<file path="config.mk">
export PLATFORM = sky130hd
export DESIGN_NAME = f1_reaction_timer_flat
export DESIGN_NICKNAME = d
export VERILOG_FILES = /design/src/rtl/f1_reaction_timer_if.sv /design/src/rtl/f1_reaction_timer.sv /design/src/flat_wrapper.sv
export SDC_FILE = /design/constraint.sdc
export NUM_CORES = 1
export LEC_CHECK = 0
export CORE_MARGIN = 5
export CORE_UTILIZATION = 40
export DETAILED_ROUTE_END_ITERATION = 10
export PLACE_DENSITY = 0.7
export SLEW_MARGIN = 20
export SYNTH_ARGS = -nofsm -noshare
export SYNTH_HDL_FRONTEND = slang
export SYNTH_SLANG_ARGS = --single-unit
</file>
<file path="constraint.sdc">
create_clock -name clk -period 3.15 [get_ports clk]
set_clock_uncertainty 0.05 [all_clocks]
set_input_delay 0.63 -clock clk [delete_from_list [all_inputs] [get_ports clk]]
set_output_delay 0.63 -clock clk [all_outputs]
set_load 0.005 [all_outputs]
</file>
<file path="src/rtl/f1_reaction_timer_if.sv">
// Light-bar / button / score bundle between the start-light sequencer side and the reaction timer.
// The master drives tick, lights and btn; the slave (the timer) drives the results.
interface f1_reaction_timer_if #(
  parameter int CNT_W = 16
);
  logic             tick;
  logic [7:0]       lights;
  logic             btn;
  logic [CNT_W-1:0] time_out;
  logic             valid;
  logic             timeout;
  logic             jump_start;
  logic [CNT_W-1:0] best_time;
  logic             busy;

  modport master (
    output tick, lights, btn,
    input  time_out, valid, timeout, jump_start, best_time, busy
  );

  modport slave (
    input  tick, lights, btn,
    output time_out, valid, timeout, jump_start, best_time, busy
  );
endinterface

</file>
<file path="src/rtl/f1_reaction_timer.sv">
// Measures lights-out to button-press time in ticks, flags jump starts and timeouts, tracks best time.
// All outputs registered: results appear the cycle after the deciding edge; no back-pressure.
module f1_reaction_timer #(
  parameter int CNT_W   = 16,
  parameter int TIMEOUT = 2000
) (
  input  logic              clk,
  input  logic              rst,
  f1_reaction_timer_if.slave bus
);

  typedef enum logic [2:0] {
    S_IDLE,
    S_BUILD,
    S_ALL_ON,
    S_TIMING,
    S_JUMP
  } state_t;

  localparam logic [CNT_W-1:0] TIMEOUT_C = CNT_W'(TIMEOUT);
  localparam logic [CNT_W-1:0] ONE_C     = CNT_W'(1);

  state_t           state_q, state_d;
  logic [CNT_W-1:0] cnt_q, cnt_d;
  logic [CNT_W-1:0] time_out_q, time_out_d;
  logic [CNT_W-1:0] best_q, best_d;
  logic             valid_q, valid_d;
  logic             timeout_q, timeout_d;
  logic             jump_q, jump_d;
  logic             busy_q, busy_d;
  logic             btn_q, btn_d;

  logic             press;
  logic             lights_all;
  logic             lights_off;
  logic [CNT_W-1:0] cnt_inc;

  assign press      = bus.btn & ~btn_q;
  assign lights_all = (bus.lights == 8'hFF);
  assign lights_off = (bus.lights == 8'h00);
  assign cnt_inc    = cnt_q + ONE_C;

  always_comb begin
    state_d    = state_q;
    cnt_d      = cnt_q;
    time_out_d = time_out_q;
    best_d     = best_q;
    valid_d    = 1'b0;
    timeout_d  = 1'b0;
    btn_d      = bus.btn;

    case (state_q)
      S_IDLE: begin
        if (lights_all) begin
          state_d = S_ALL_ON;
        end else if (!lights_off) begin
          state_d = S_BUILD;
        end
      end
      S_BUILD: begin
        if (press) begin
          state_d = S_JUMP;
        end else if (lights_all) begin
          state_d = S_ALL_ON;
        end else if (lights_off) begin
          state_d = S_IDLE;
        end
      end
      S_ALL_ON: begin
        // Partial patterns while fully lit are glitches from the sequencer; hold.
        if (press) begin
          state_d = S_JUMP;
        end else if (lights_off) begin
          state_d = S_TIMING;
          cnt_d   = '0;
        end
      end
      S_TIMING: begin
        // A press reports the count before any same-cycle tick is applied.
        if (press) begin
          time_out_d = cnt_q;
          valid_d    = 1'b1;
          if (cnt_q < best_q) begin
            best_d = cnt_q;
          end
          state_d = S_IDLE;
        end else if (bus.tick) begin
          if (cnt_inc == TIMEOUT_C) begin
            time_out_d = TIMEOUT_C;
            timeout_d  = 1'b1;
            state_d    = S_IDLE;
          end else begin
            cnt_d = cnt_inc;
          end
        end
      end
      S_JUMP: begin
        if (lights_off && !bus.btn) begin
          state_d = S_IDLE;
        end
      end
      default: begin
        state_d = S_IDLE;
      end
    endcase

    jump_d = (state_d == S_JUMP);
    busy_d = (state_d == S_BUILD) || (state_d == S_ALL_ON) || (state_d == S_TIMING);
  end

  // btn_q resets high so a button held through reset never looks like a fresh press.
  always_ff @(posedge clk) begin
    if (rst) begin
      state_q    <= S_IDLE;
      cnt_q      <= '0;
      time_out_q <= '0;
      best_q     <= '1;
      valid_q    <= 1'b0;
      timeout_q  <= 1'b0;
      jump_q     <= 1'b0;
      busy_q     <= 1'b0;
      btn_q      <= 1'b1;
    end else begin
      state_q    <= state_d;
      cnt_q      <= cnt_d;
      time_out_q <= time_out_d;
      best_q     <= best_d;
      valid_q    <= valid_d;
      timeout_q  <= timeout_d;
      jump_q     <= jump_d;
      busy_q     <= busy_d;
      btn_q      <= btn_d;
    end
  end

  assign bus.time_out   = time_out_q;
  assign bus.valid      = valid_q;
  assign bus.timeout    = timeout_q;
  assign bus.jump_start = jump_q;
  assign bus.best_time  = best_q;
  assign bus.busy       = busy_q;

endmodule

</file>
<file path="src/flat_wrapper.sv">
// flat-port wrapper written by rule: the top's interface ports become plain ports
module f1_reaction_timer_flat 
#(
  parameter int CNT_W   = 16,
  parameter int TIMEOUT = 2000
)
  (clk, rst, bus_tick, bus_lights, bus_btn, bus_time_out, bus_valid, bus_timeout, bus_jump_start, bus_best_time, bus_busy);
  f1_reaction_timer_if #(.CNT_W(CNT_W)) bus_i ();
  input  logic clk;
  input  logic rst;
  input wire logic [$bits(bus_i.tick)-1:0] bus_tick;
  input wire logic [$bits(bus_i.lights)-1:0] bus_lights;
  input wire logic [$bits(bus_i.btn)-1:0] bus_btn;
  output wire logic [$bits(bus_i.time_out)-1:0] bus_time_out;
  output wire logic [$bits(bus_i.valid)-1:0] bus_valid;
  output wire logic [$bits(bus_i.timeout)-1:0] bus_timeout;
  output wire logic [$bits(bus_i.jump_start)-1:0] bus_jump_start;
  output wire logic [$bits(bus_i.best_time)-1:0] bus_best_time;
  output wire logic [$bits(bus_i.busy)-1:0] bus_busy;
  assign bus_i.tick = bus_tick;
  assign bus_i.lights = bus_lights;
  assign bus_i.btn = bus_btn;
  assign bus_time_out = bus_i.time_out;
  assign bus_valid = bus_i.valid;
  assign bus_timeout = bus_i.timeout;
  assign bus_jump_start = bus_i.jump_start;
  assign bus_best_time = bus_i.best_time;
  assign bus_busy = bus_i.busy;
  f1_reaction_timer #(.CNT_W(CNT_W), .TIMEOUT(TIMEOUT)) u_core (.clk(clk), .rst(rst), .bus(bus_i));
endmodule
</file>
Yosys cells after proc, flatten, opt, wreduce, memory -nomap -nowiden:

Index checks and enable logic that the tools add are counted.

* flip-flop bits (word level): 56
* latch bits: 0
* RAM bits: 0
* ROM bits: 0
* output and inout port bits: 36
* logic and storage cells: 67
* memories: 0

* $add $sub $neg: 1
* multiply operators: 0
* divide/modulo/power cells: 0
* $lt $le $gt $ge: 1
* equal/unequal tests: 15
* shifts and indexed selects: 0
* muxes and demuxes: 23
* bitwise logic cells: 4
* reduce and logical (&&, ||, !) cells: 14

Operator list (number)
* 16-bit 2-to-1 mux: 8
* 3-bit 2-to-1 mux: 11
* 16-bit one-hot mux with 2 select lines: 1
* 16-bit by 1-bit adder with 16-bit output (second input constant): 1
* 16-bit by 11-bit == test with 1-bit output (second input constant): 1
* 16-bit < comparator: 1
* 3-bit one-hot mux with 5 select lines: 1
* 3-bit by 2-bit == test with 1-bit output (second input constant): 4
* 8-bit == test (second input constant): 1
* 8-bit logical NOT: 1
* 2-bit != test (second input constant): 4
* 3-bit by 1-bit == test with 1-bit output (second input constant): 2
* 3-bit == test (second input constant): 2
* 3-bit AND reduction: 2
* 6-bit AND reduction: 1
* 2-bit nonzero test: 3
* 4-bit OR reduction: 1
* 3-bit logical NOT: 1
* 1-bit inverter: 3
* 1-bit logical OR: 2
* 1-bit 2-to-1 mux: 2
* 2-bit by 1-bit != test with 1-bit output (second input constant): 1
* 2-bit OR reduction: 1
* 1-bit bitwise AND: 1
* 2 further kinds: 2

Logic depth before layout (Yosys ltp):

* depth after elaboration: 9
* gate-level depth with buffers: 10

Worst setup path after synthesis:

OpenSTA, ideal clock, no wires.

* path type: input to register
* start: input port bus_lights[0]
* end: register u_core.cnt_q[9]
* arrival time: 2434 ps
* required time: 3029 ps
* path slack: 596 ps
* stages: 7
* path through: or4_1 > nor3_1 > o211ai_1 > nor2_2 > o21ai_1 > or3b_1 > a21oi_1

* longest elaborated chain between the ends: 3

RTL lines
* start, declared: line flat_wrapper.sv:12 `input wire logic [$bits(bus_i.lights)-1:0] bus_lights;`
* 8-bit logical NOT: line f1_reaction_timer.sv:40 `assign lights_off = (bus.lights == 8'h00);`
* 2-bit by 1-bit != test with 1-bit output (no source line)
* 6-bit AND reduction (no source line)
* end signal, assigned: line f1_reaction_timer.sv:125 `cnt_q <= cnt_d;`
* end, declared: line f1_reaction_timer.sv:24 `logic [CNT_W-1:0] cnt_q, cnt_d;`

Every way passes these cells.
A chain may end at the register's enable or synchronous reset.

Worst setup path in the final report:

* start: register u_core.cnt_q[2]
* end: register u_core.cnt_q[13]

* longest elaborated chain between the ends: 5

RTL lines
* 16-bit by 1-bit adder with 16-bit output *: line f1_reaction_timer.sv:41 `assign cnt_inc = cnt_q + ONE_C;`
* branches (longest 4 deep; another with 16-bit by 11-bit == test with 1-bit output)

Every way passes the cells marked *. The select of a mux whose other input is x is not followed.

==> impl_results.md <==
* Status: finished, final reports clean
* Total track usage at 17.5%
* Top_reg_cell synth: dfxtp_1
* Reg2reg start: u_core.cnt_q[2]$_SDFFE_PP0P_
* Slew @ Worst Pin at 0.620 ns
* Clk buf depth at 2
* Num CTS Buffers at 5
* Yosys cell types at 68
* Setup TNS at 0 ns
* Pre-Repair DR Iteration Count at 5
* WP depth at 7
* Die Height at 100 um
* Sw frac at 22.9%
* Most frequent cells in the layout: dfxtp_1, clkdlybuf4s50_1, nand2_1, inv_1
* Sequence of cells on the critical path: nand4_1 -> or3_1 -> xor2_1 -> nand4_1 -> o21ai_1 -> nor4b_1 -> a31o_2
* RSZ-0062 raised after global routing: no
* Critical-path top delay cell: dfxtp_1
* Clock sink total at 56
* Placed cell count at 545
* First-pass GRT wire length at 14.3 mm
* Worst Path Arrival at 2.95 ns
* Gr ovfl total at 0
* WP data required at 3.31 ns
* Worst-Skew Late Latency at 0.31 ns
* DR vias/cell at 5.65
* Worst-path fanout max at 12
* Worst min path class: reg -> reg
* Max-slew violations at 0
* Routability cong. at 0.883
* Clock-pin slew on the worst setup and hold paths at 0.10 ns
* Final Non-Filler Cells at 553
* Worst Setup Start Kind: flop
* Register area share after synthesis at 34.4%
* Drc violations at 0
* Initial DRC Count at 190
* Post-CTS setup buffer count at 0
* Synth warn at 0
* Synth Instances at 398
* Routed WL per cell at 15.6 um
* Clock power share at 34.8%
* Place WS at 0.122 ns
* Relative slew slack at 58.5%
* Initial core utilization at 40.3%
* Internal power at 0.000915 W
* EDFF count, synth at 0
* Setup WS post-layout at 0.360 ns
* Setup-violating endpoint count in the final report at 0
* Synthesis-to-finish area growth at 23.0%
* CP Buf/Inv Count at 0
* DIE AREA at 10100 um2
* CTS Hold Bufs at 0
* Ports at 48
* Sequential power share at 60.4%
* Worst r2r path cells at 7
* Final hold viol count at 0
* FP Rows at 33
* FMAX at 358 MHz
* Leak at 1.63 nW
* Period utilization at 88.6%
* Critical Path End Type: flop
* Hold endpoint: u_core.bus.time_out[9]$_SDFFE_PP0P_
* Avg Cell Area, Syn at 8.19 um2
* Share of post-route cells with drive strength above 1 at 12.5%
* DP Wirelength at 6.49 mm
* Post-CTS sizing at 0
* Post-synthesis net count at 426
* Min-delay src: u_core.bus.time_out[9]$_SDFFE_PP0P_
* Peak supply drop at 181 uV
* Final ANT Viol Nets at 0
* Maxcap violations at 0
* WHS Path Cells at 2
* Root Driver: clkbuf_8
* Asr flop ratio synth at 0%
* Vias in the first global route at 2874
* PwrDens at 296 nW/um2
* Most frequent CP cell: nand4_1
* Antenna violations before repair at 0
* Final net count at 475
* Mapped cell area at 3260 um2
* RR Endpoint: u_core.cnt_q[13]$_SDFFE_PP0P_
* ANT cells at 0
* Psw at 0.000272 W
* Design Power at 0.00119 W
* Routed Wire Length at 8.64 mm
* Most common cell after layout, fill and taps aside: dfxtp_1
* Critical Path Max Stage Delay at 0.64 ns
* Critical path type: reg -> reg
* Port bufs at 47
* Routed vias at 3126
* Multi-input logic area at 1890 um2
* # fillers at 838
* Largest net degree at the start of global routing at 35
* Die width at 100 um
* CP delay by family, top: simple AND/OR/NAND/NOR gates
* R2R Setup Slk at 0.36 ns
* TritonCTS clock tree: yes
* Combinational power share at 4.8%
* Register Area at 1120 um2
* Hold Slack at 0.413 ns
* Minimum clock period at 2.79 ns
* Std-Cell Core Area at 8090 um2
* H-tree Lvls at 2
* Yosys reg bits at 56
-- Yosys cell counts (all sizes together) (4+ instances only) --
cell	n	area share [%]
dfxtp	56	34
nand2	47	5.6
inv	26	3.0
a21oi	25	3.8
nor2	24	2.8
o211ai	21	4.8
o21ai	21	3.2
clkbuf	20	2.3
ha	16	6.1
nand4	12	3.0
and3	10	1.9
buf	10	2.2
nor3	9	1.4
a21boi	7	1.6
nand3	7	1.1
nor2b	7	1.3
o21a	7	1.6
or3	7	1.3
a211oi	5	1.8
a21o	4	0.92
a31oi	4	0.77
-- state kept, by name, indices dropped and copies added (netlist names) --
signal and cells:
u_core.btn_q 1, u_core.bus.best_time 16, u_core.bus.time_out 16, u_core.state_q 3, u_core.bus.valid 1, u_core.cnt_q 16, u_core.bus.busy 1, u_core.bus.timeout 1
u_core.bus.jump_start 1
-- final cells by class --
| type | instances | area share (%) |
|---|---|---|
| timing repair buffer | 72 | 16.7 |
| clock buffer | 6 | 2.06 |
| inverter | 27 | 2.53 |
| multi-input combinational | 285 | 47.2 |
| sequential | 56 | 28.0 |
| tap | 105 | 3.28 |
| clock inverter | 2 | 0.250 |
-- metal layers --
layer | vias to the layer above | global-route usage (%) | share of wire [%]
li1 | 1531 | - | -
met1 | 1472 | 23.0 | 46
met2 | 100 | 29.3 | 47
met3 | 23 | 3.06 | 5.2
met4 | 0 | 5.49 | 2.3
met5 | - | 0 | 0
-- power groups by stage --
stage                      logic, W  registers, W  clock network, W
after floorplan           0.0000305      0.000730                 0
after detailed placement  0.0000573      0.000733                 0
after CTS                 0.0000575      0.000716          0.000427
final                     0.0000569      0.000716          0.000414
after global placement    0.0000561      0.000732                 0
after global routing      0.0000621      0.000717          0.000465
-- tightest hold or removal path, cell delays in order (launching register included) --
cell and delay, ns:
dfxtp_1 0.32, inv_1 0.06, a211oi_2 0.05
-- worst max path at each step --
stage,startpoint,to
after global routing,u_core.cnt_q[2]$_SDFFE_PP0P_,u_core.cnt_q[14]$_SDFFE_PP0P_
after global placement,bus_lights[0],u_core.cnt_q[9]$_SDFFE_PP0P_
after detailed placement,bus_lights[0],u_core.cnt_q[9]$_SDFFE_PP0P_
final,u_core.cnt_q[2]$_SDFFE_PP0P_,u_core.cnt_q[13]$_SDFFE_PP0P_
after CTS,u_core.cnt_q[2]$_SDFFE_PP0P_,u_core.cnt_q[13]$_SDFFE_PP0P_
after floorplan,bus_lights[0],u_core.cnt_q[9]$_SDFFE_PP0P_
-- stage by stage --
stage                     util (%)  area [um2]
final                         49.5        4010
after detailed placement      48.4        3920
after floorplan                  -        3260
after CTS                     49.5        4010
after global placement        48.4        3920
after global routing          49.5        4010
-- cells by family (layout without fill, tap and decap cells) --
kind of cell | Yosys count | in the layout | share of synthesized area, %
buf+inv | 57 | 107 | 7.64
simple gates | 147 | 147 | 24.3
fa+ha+maj | 16 | 16 | 6.14
flops | 56 | 56 | 34.4
mux | 4 | 4 | 1.38
compound gates | 115 | 115 | 25.3
xor+xnor | 3 | 3 | 0.807
(Power assumes the default switching activity.)
